$ cat config.mk
export PLATFORM = sky130hd
export DESIGN_NAME = tdc_hit_stamper
export DESIGN_NICKNAME = d
export VERILOG_FILES = /design/src/rtl/tdc_pkg.sv /design/src/rtl/tdc_therm_popcount.sv /design/src/rtl/tdc_hit_stamper.sv
export SDC_FILE = /design/constraint.sdc
export NUM_CORES = 1
export LEC_CHECK = 0
export ABC_CLOCK_PERIOD_IN_PS = 8550
export BUFFER_PORTS_ARGS = -buffer_cell sky130_fd_sc_hd__buf_4
export CAP_MARGIN = 40
export CORE_ASPECT_RATIO = 0.75
export CORE_MARGIN = 10
export CORE_UTILIZATION = 65
export CTS_CLUSTER_DIAMETER = 200
export CTS_CLUSTER_SIZE = 10
export DETAILED_ROUTE_END_ITERATION = 7
export PLACE_DENSITY = 0.94
export SLEW_MARGIN = 20
export SYNTH_ARGS = -nofsm -noshare
export SYNTH_HDL_FRONTEND = slang
export SYNTH_SLANG_ARGS = --single-unit
$ cat constraint.sdc
create_clock -name clk -period 8.55 [get_ports clk]
set_input_delay 2.565 -clock clk [delete_from_list [all_inputs] [get_ports clk]]
set_output_delay 2.565 -clock clk [all_outputs]
set_load 0.005 [all_outputs]
$ cat src/rtl/tdc_pkg.sv
// Shared types and sizing helpers for the TDC hit stamper.
// Record layout: {sat, coarse, fine}.
package tdc_pkg;

    localparam int LOST_W = 16;

    typedef enum logic [1:0] {
        ARMED    = 2'd0,
        DEAD     = 2'd1,
        WAIT_LOW = 2'd2
    } tdc_state_e;

    function automatic int fine_w(input int n);
        return $clog2(n + 1);
    endfunction

    function automatic int rec_w(input int n, input int coarse_w);
        return 1 + coarse_w + $clog2(n + 1);
    endfunction

endpackage

$ cat src/rtl/tdc_therm_popcount.sv
// Combinational population count of a sampled thermometer code.
// Counting ones rather than finding the top bit makes isolated bubbles harmless.
module tdc_therm_popcount #(
    parameter int N = 16,
    parameter int W = $clog2(N + 1)
) (
    input  logic [N-1:0] therm,
    output logic [W-1:0] count
);

    // sum of all set stages
    always_comb begin
        count = '0;
        for (int i = 0; i < N; i++) begin
            count = count + W'(therm[i]);
        end
    end

endmodule

$ cat src/rtl/tdc_hit_stamper.sv
// Carry-chain TDC back-end: edge detect, popcount fine time, coarse stamp,
// dead time and a small record FIFO with loss counting.
module tdc_hit_stamper
    import tdc_pkg::*;
#(
    parameter int N          = 16,
    parameter int COARSE_W   = 16,
    parameter int FIFO_DEPTH = 8,
    parameter int DEAD_CYC   = 4,
    localparam int FINE_W    = fine_w(N),
    localparam int REC_W     = rec_w(N, COARSE_W)
) (
    input  logic              clk,
    input  logic              clr,
    input  logic              ena,
    input  logic [N-1:0]      therm,
    output logic [REC_W-1:0]  out_data,
    output logic              out_valid,
    input  logic              out_ready,
    output logic [LOST_W-1:0] lost_cnt,
    output logic              busy
);

    localparam int AW = $clog2(FIFO_DEPTH);
    localparam int DW = (DEAD_CYC > 0) ? $clog2(DEAD_CYC + 1) : 1;
    localparam logic [AW:0] PTR_ONE = {{AW{1'b0}}, 1'b1};

    logic [COARSE_W-1:0] coarse;
    logic [COARSE_W-1:0] coarse_q;
    logic [COARSE_W-1:0] s2_coarse;
    logic [N-1:0]        therm_q;
    logic [N-1:0]        s2_therm;
    logic                prev_zero;
    logic                therm_zero;
    logic                hit1;
    logic                s2_valid;
    logic                s3_valid;
    logic [REC_W-1:0]    s3_rec;
    logic [FINE_W-1:0]   fine;

    tdc_state_e          state;
    tdc_state_e          state_nx;
    logic [DW-1:0]       dead_cnt;
    logic [DW-1:0]       dead_cnt_nx;

    logic [REC_W-1:0]    mem [FIFO_DEPTH];
    logic [AW:0]         wr_ptr;
    logic [AW:0]         rd_ptr;
    logic                fifo_empty;
    logic                fifo_full;
    logic                do_pop;
    logic                do_push;
    logic                drop;

    assign therm_zero = (therm_q == '0);
    assign hit1       = !therm_zero && prev_zero && ena && (state == ARMED);

    // S1: sample chain and coarse time together so the stamp matches the sample
    always_ff @(posedge clk) begin
        if (clr) begin
            coarse    <= '0;
            coarse_q  <= '0;
            therm_q   <= '0;
            prev_zero <= 1'b0;
        end else begin
            coarse    <= coarse + COARSE_W'(1);
            coarse_q  <= coarse;
            therm_q   <= therm;
            prev_zero <= therm_zero;
        end
    end

    tdc_therm_popcount #(.N(N), .W(FINE_W)) u_popcount (
        .therm (s2_therm),
        .count (fine)
    );

    // S2 holds the hit sample, S3 holds the finished record awaiting push
    always_ff @(posedge clk) begin
        if (clr) begin
            s2_valid  <= 1'b0;
            s2_therm  <= '0;
            s2_coarse <= '0;
            s3_valid  <= 1'b0;
            s3_rec    <= '0;
        end else begin
            s2_valid  <= hit1;
            s2_therm  <= therm_q;
            s2_coarse <= coarse_q;
            s3_valid  <= s2_valid;
            s3_rec    <= {&s2_therm, s2_coarse, fine};
        end
    end

    // lockout FSM state register
    always_ff @(posedge clk) begin
        if (clr) begin
            state    <= ARMED;
            dead_cnt <= '0;
        end else begin
            state    <= state_nx;
            dead_cnt <= dead_cnt_nx;
        end
    end

    // lockout FSM next state: dead time first, then wait for the chain to clear
    always_comb begin
        state_nx    = state;
        dead_cnt_nx = dead_cnt;
        case (state)
            ARMED: begin
                if (hit1) begin
                    if (DEAD_CYC == 0) begin
                        state_nx = WAIT_LOW;
                    end else begin
                        state_nx    = DEAD;
                        dead_cnt_nx = DW'(DEAD_CYC);
                    end
                end else begin
                    state_nx = ARMED;
                end
            end
            DEAD: begin
                if (dead_cnt <= DW'(1)) begin
                    state_nx    = WAIT_LOW;
                    dead_cnt_nx = '0;
                end else begin
                    dead_cnt_nx = dead_cnt - DW'(1);
                end
            end
            WAIT_LOW: begin
                if (therm_zero) begin
                    state_nx = ARMED;
                end else begin
                    state_nx = WAIT_LOW;
                end
            end
            default: begin
                state_nx    = ARMED;
                dead_cnt_nx = '0;
            end
        endcase
    end

    assign busy = (state != ARMED);

    // extra pointer bit distinguishes full from empty
    assign fifo_empty = (wr_ptr == rd_ptr);
    assign fifo_full  = (wr_ptr[AW] != rd_ptr[AW]) && (wr_ptr[AW-1:0] == rd_ptr[AW-1:0]);
    assign do_pop     = !fifo_empty && out_ready;
    assign do_push    = s3_valid && (!fifo_full || do_pop);
    assign drop       = s3_valid && fifo_full && !do_pop;

    // FIFO pointers and saturating loss counter
    always_ff @(posedge clk) begin
        if (clr) begin
            wr_ptr   <= '0;
            rd_ptr   <= '0;
            lost_cnt <= '0;
        end else begin
            if (do_push) begin
                wr_ptr <= wr_ptr + PTR_ONE;
            end
            if (do_pop) begin
                rd_ptr <= rd_ptr + PTR_ONE;
            end
            if (drop && (lost_cnt != {LOST_W{1'b1}})) begin
                lost_cnt <= lost_cnt + LOST_W'(1);
            end
        end
    end

    // record storage; contents are meaningless once the pointers are cleared
    always_ff @(posedge clk) begin
        if (!clr && do_push) begin
            mem[wr_ptr[AW-1:0]] <= s3_rec;
        end
    end

    assign out_valid = !fifo_empty;
    assign out_data  = fifo_empty ? '0 : mem[rd_ptr[AW-1:0]];

endmodule

==> results_dict.tcl, run 1 <==
set metrics [dict create \
    io-pin-count 60 \
    vdd_drop_max_mv 0.127 \
    async_reset_ff_frac 0 \
    wirelength_mm 26.0 \
    final.setup_skew_ns 0.0210 \
    synth_cells 788 \
    first_pass_iters 5 \
    layout-drive-gt1-share 0.208 \
    yosysUniqueCellTypes 51 \
    endpoint_kind "output port" \
    synth_ff_type "edfxtp_1" \
    nNetsFinal 908 \
    synth_seq_area_share 0.680 \
    cts_buffers 37 \
    drc 0 \
    track_usage 0.219 \
    fp-row-count 42 \
    netlist.area_leader.share 0.448 \
    netlist_top_cells_area "edfxtp_1 45%, dfxtp_1 23%, mux4_2 8.4%" \
    wl_per_cell_um 23.0 \
    die_x_um 176 \
    yosys.area.top_type "edfxtp_1" \
    syn_area_um2 11800 \
    synth_nets 830 \
    timing.hold.ws_ns 0.432 \
    yosysMostFrequentCell "edfxtp_1" \
    final_max_slew_viol_count 0 \
    route.vias.total 6920 \
    crit_type "flop to output port" \
    clock_latency_ns 0.53 \
    ant_nets 0 \
    syn_to_final_growth_pct 15.7 \
    cts_tree "built" \
    grt_setup_unrepaired "false" \
    core_area_um2 17800 \
    diodes 0 \
    period_minus_slack_ns 5.62 \
    slew_headroom 0.520 \
    cts_root_buf "clkbuf_16" \
    cts_setup_buffers 0 \
    cts.repair.resized 0 \
    setup_tns_ns 0 \
    dieArea_um2 24000 \
    grt_max_degree 63 \
    place_congestion 0.791 \
    powerDensity_nw_per_um2 225 \
    via_per_inst 6.11 \
    hold_viol_final 0 \
    worstPathMaxFanout 16 \
    syn_avg_cell_area_um2 15.0 \
    cts_buffer_depth 3 \
    ys_seq_elements 313 \
    setup_viol 0 \
    fmax_mhz 178 \
    worstPathRequired_ns 5.99 \
    antenna_found_initial 0 \
    hp-class "flop to flop" \
    grt_overflow_total 0 \
    cap_viol_max_count 0 \
    post-route-period-util 0.658 \
    leakage_nw 4.87 \
    crit_path_start_kind "flop" \
    htreeDepth 2 \
    fillCellCount 912 \
    ys_warn_count 0 \
    worst_pin_slew_ns 0.719 \
    p_total_mw 3.07 \
    clock_sinks 313 \
    port_buffers 59 \
    grt_first_pass_wirelength_mm 40.7 \
    ctsHoldBuffers 0 \
    synth_edf_count 176 \
    arrival_ns 3.06 \
    drtIter0Drc 803 \
    hpwlAfterDp_mm 14.0 \
    outcome "finished, final reports clean" \
    start_util 0.665 \
    grt_pass1_vias 7226 \
    netlist_top_cells_count "176 x edfxtp_1, 137 x dfxtp_1, 85 x nor2b_1, 63 x nor2_1, 44 x mux4_2" \
    die_h_um 137 \
    clkSlewWorstSetupHoldPaths_ns 0.05 \
]
==> registers in the layout, summed over array words and instances (netlist names), 2 cells and up, named ones only <==
register	count
coarse	16
coarse_q	16
dead_cnt	3
lost_cnt	16
mem	176
rd_ptr	4
s2_coarse	16
s2_therm	16
s3_rec	22
state	2
therm_q	16
wr_ptr	4
==> worst max-delay path, stage by stage (launching register included) <==
cell and delay [ns]:
dfxtp_1 0.60, xor2_2 0.18, or3_1 0.52, nor2_2 0.62, buf_4 0.36, nor2_1 0.11
buf_4 0.15
==> kinds of logic after synthesis <==
group | share of synthesized area
AO/OA/AOI/OAI | 0.0214
AND/OR/NAND/NOR | 0.118
multiplexers | 0.107
adder cells (fa/ha/maj) | 0.0297
buffers and inverters | 0.0232
flip-flops | 0.680
XOR/XNOR | 0.0207
==> worst paths after layout <==
| path | startpoint | to | slack, ns | cells past startpoint |
|---|---|---|---|---|
| min | coarse_q[1] | s2_coarse[1] | 0.43 | 1 |
| max reg2reg | s2_therm[0] | s3_rec[1] | 4.87 | 11 |
| max | wr_ptr[2] | out_data[1] | 2.93 | 6 |
| min reg2reg | coarse_q[1] | s2_coarse[1] | 0.43 | 1 |
==> report_power, final <==
part	leakage [nW]	internal, mW	total, mW	switching (mW)
clock	0.506	0.812	1.39	0.581
combinational	1.53	0.0297	0.0634	0.0338
sequential	2.83	1.60	1.62	0.0152
==> layer usage <==
layer,up-vias,GRT usage,wire [um],part of all wire
li1,3028,-,-,-
met1,3361,0.271,9770,0.38
met2,425,0.367,12800,0.49
met3,106,0.0468,2330,0.089
met4,0,0.102,1090,0.042
met5,-,0,0,0
==> stage by stage <==
stage / utilization / instance area [um2] / worst slack, ns / instances
floorplan: - / 11800 / 2.91 / 788
global placement: 0.704 / 12500 / 3.74 / 1064
detailed placement: 0.707 / 12600 / 3.54 / 1066
CTS: 0.766 / 13600 / 2.92 / 1130
global route: 0.769 / 13700 / 2.80 / 1133
finish: 0.769 / 13700 / 2.93 / 1133
==> cell usage in the layout, fill, tap and decap left out, drive strengths merged, types with 3 or more instances in the layout <==
| master | Yosys | final |
|---|---|---|
| clkbuf | 21 | 60 |
| o21ai | 15 | 15 |
| ha | 12 | 12 |
| nor4 | 13 | 13 |
| buf | 16 | 76 |
| dfxtp | 137 | 137 |
| nor3 | 9 | 9 |
| inv | 27 | 29 |
| nand2 | 12 | 12 |
| edfxtp | 176 | 176 |
| fa | 10 | 10 |
| nor2 | 64 | 64 |
| nand2b | 3 | 3 |
| nor2b | 85 | 85 |
| mux2i | 25 | 25 |
| or3 | 15 | 15 |
| xor2 | 20 | 20 |
| nand4 | 14 | 14 |
| nand3 | 16 | 16 |
| or4 | 4 | 4 |
| mux4 | 44 | 44 |
| a21oi | 22 | 22 |
| xnor2 | 7 | 7 |
==> layout make-up <==
cell class,instances,area (um2),share of cell area
inverter,27,101,0.00742
timing repair buffer,76,616,0.0451
clock inverter,4,50.0,0.00366
clock buffer,60,1010,0.0741
tap,242,303,0.0222
sequential,313,8030,0.588
multi-input combinational,411,3540,0.260
(Power assumes the default switching activity.)
==> inputs of run 2 (changes only) <==
--- a/config.mk
+++ b/config.mk
@@ -5,16 +5,16 @@
 export SDC_FILE = /design/constraint.sdc
 export NUM_CORES = 1
 export LEC_CHECK = 0
-export ABC_CLOCK_PERIOD_IN_PS = 8550
+export ABC_CLOCK_PERIOD_IN_PS = 4700
 export BUFFER_PORTS_ARGS = -buffer_cell sky130_fd_sc_hd__buf_4
 export CAP_MARGIN = 40
 export CORE_ASPECT_RATIO = 0.75
 export CORE_MARGIN = 10
-export CORE_UTILIZATION = 65
+export CORE_UTILIZATION = 55
 export CTS_CLUSTER_DIAMETER = 200
 export CTS_CLUSTER_SIZE = 10
 export DETAILED_ROUTE_END_ITERATION = 7
-export PLACE_DENSITY = 0.94
+export PLACE_DENSITY = 0.86
 export SLEW_MARGIN = 20
 export SYNTH_ARGS = -nofsm -noshare
 export SYNTH_HDL_FRONTEND = slang
==> constraint.sdc (replaced) <==
create_clock -name clk -period 4.7 [get_ports clk]
set_input_delay 1.41 -clock clk [delete_from_list [all_inputs] [get_ports clk]]
set_output_delay 1.41 -clock clk [all_outputs]
set_load 0.005 [all_outputs]
==> run 2 against run 1 <==
Register-to-register slack worse by 3.8 ns. Non-clock buffer count is 1 lower. Clock skew is 0.00060 ns lower. Wire length is 14% lower. Combinational power is 81% higher. Critical endpoint is now out_data[12].
==> results_dict.tcl, run 2 (synthesis gave the netlist of run 1 again) <==
set metrics [dict create \
    arrival_ns 2.82 \
    wl_per_cell_um 18.9 \
    port_buffers 59 \
    setup_viol 0 \
    dieArea_um2 27800 \
    cap_viol_max_count 0 \
    cts_setup_buffers 0 \
    wirelength_mm 22.3 \
    fp-row-count 46 \
    crit_type "flop to output port" \
    crit_buf_inv 2 \
    cts_buffer_depth 3 \
    worst_pin_slew_ns 0.608 \
    endpoint_kind "output port" \
    post-route-period-util 0.899 \
    drc 0 \
    antenna_found_initial 0 \
    core_area_um2 21100 \
    seq_area_um2 8030 \
    die_x_um 189 \
    multiInputGateArea_um2 3540 \
    cts_tree "built" \
    place_congestion 0.789 \
    diodes 0 \
    first_pass_iters 5 \
    clock_latency_ns 0.52 \
    cp_top_family "simple AND/OR/NAND/NOR gates" \
    ctsHoldBuffers 0 \
    powerDensity_nw_per_um2 407 \
    leakage_nw 4.87 \
    cp_slowest_stage_delay_ns 0.54 \
    cts_root_buf "clkbuf_16" \
    start_util 0.559 \
    hp-class "flop to flop" \
    cts_buffers 37 \
    clock_sinks 313 \
    route.vias.total 6424 \
    slew_headroom 0.594 \
    crit_path_start_kind "flop" \
    path_cells "xor2_2, or3_1, nor2_2, buf_4, nor2_1, buf_4" \
    largest_register_ffs 176 \
    period_minus_slack_ns 4.23 \
    cp_slowest_cell "dfxtp_1" \
    worstPathMaxFanout 18 \
    drtIter0Drc 469 \
    fillCellCount 1438 \
    dpl.cell_count 1113 \
    track_usage 0.161 \
    grt_pass1_vias 6627 \
    p_total_mw 5.57 \
    grt_first_pass_wirelength_mm 36.1 \
    final_cells 1177 \
    worstPathRequired_ns 3.29 \
    worst_path_most_repeated_cell "buf_4" \
    grt_setup_unrepaired "false" \
    final_max_slew_viol_count 0 \
    grt_overflow_total 0 \
    vdd_drop_max_mv 0.260 \
    setup_tns_ns 0 \
    hold_viol_final 0 \
    hpwlAfterDp_mm 13.4 \
    fin_util 0.648 \
    die_h_um 147 \
    nNetsFinal 907 \
    htreeDepth 2 \
    ant_nets 0 \
    via_per_inst 5.46 \
    grt_max_degree 83 \
    syn_to_final_growth_pct 16.0 \
    io-pin-count 60 \
    cts.repair.resized 0 \
    stdcell_area_um2 13700 \
    place_area_um2 12600 \
    fmax_mhz 237 \
    mostFrequentLayoutCells "176 x edfxtp_1, 135 x dfxtp_1, 85 x nor2b_1" \
    clkSlewWorstSetupHoldPaths_ns 0.06 \
    outcome "finished, final reports clean" \
    final.setup_skew_ns 0.0204 \
    layout_commonest_cell "edfxtp_1" \
    layout-drive-gt1-share 0.207 \
]
==> run 2: worst paths after layout <==
path / slack [ns] / cells past startpoint / endpoint / from
setup / recovery: 0.47 / 6 / out_data[12] / wr_ptr[2]
hold / removal: 0.43 / 1 / s2_coarse[3] / coarse_q[3]
setup reg to reg: 1.08 / 12 / s3_rec[3] / s2_therm[1]
hold reg to reg: 0.43 / 1 / s2_coarse[3] / coarse_q[3]
==> run 2: layout make-up <==
type | instances | area share
clock buffer | 59 | 0.0737
clock inverter | 4 | 0.00338
inverter | 27 | 0.00740
multi-input combinational | 411 | 0.259
sequential | 313 | 0.587
tap | 288 | 0.0263
timing repair buffer | 75 | 0.0435
==> run 2: power by group <==
part | leakage (nW) | internal, mW | switching (mW)
clock network | 0.505 | 1.48 | 1.03
logic | 1.53 | 0.0546 | 0.0608
registers | 2.83 | 2.91 | 0.0301
==> run 2: layer usage <==
| metal | share of wire | global-route usage | wire length (um) |
|---|---|---|---|
| met5 | 0 | 0 | 0 |
| met4 | 0.016 | 0.0428 | 347 |
| met2 | 0.49 | 0.266 | 10800 |
| met1 | 0.43 | 0.210 | 9640 |
| met3 | 0.064 | 0.0357 | 1430 |
==> run 2: metrics by stage <==
stage	setup WS [ns]	hold WS (ns)
3_3_place_gp	1.09	0.419
2_1_floorplan	0.217	0.414
6_report	0.475	0.434
3_5_place_dp	0.999	0.426
5_1_grt	0.335	0.458
4_1_cts	0.448	0.438
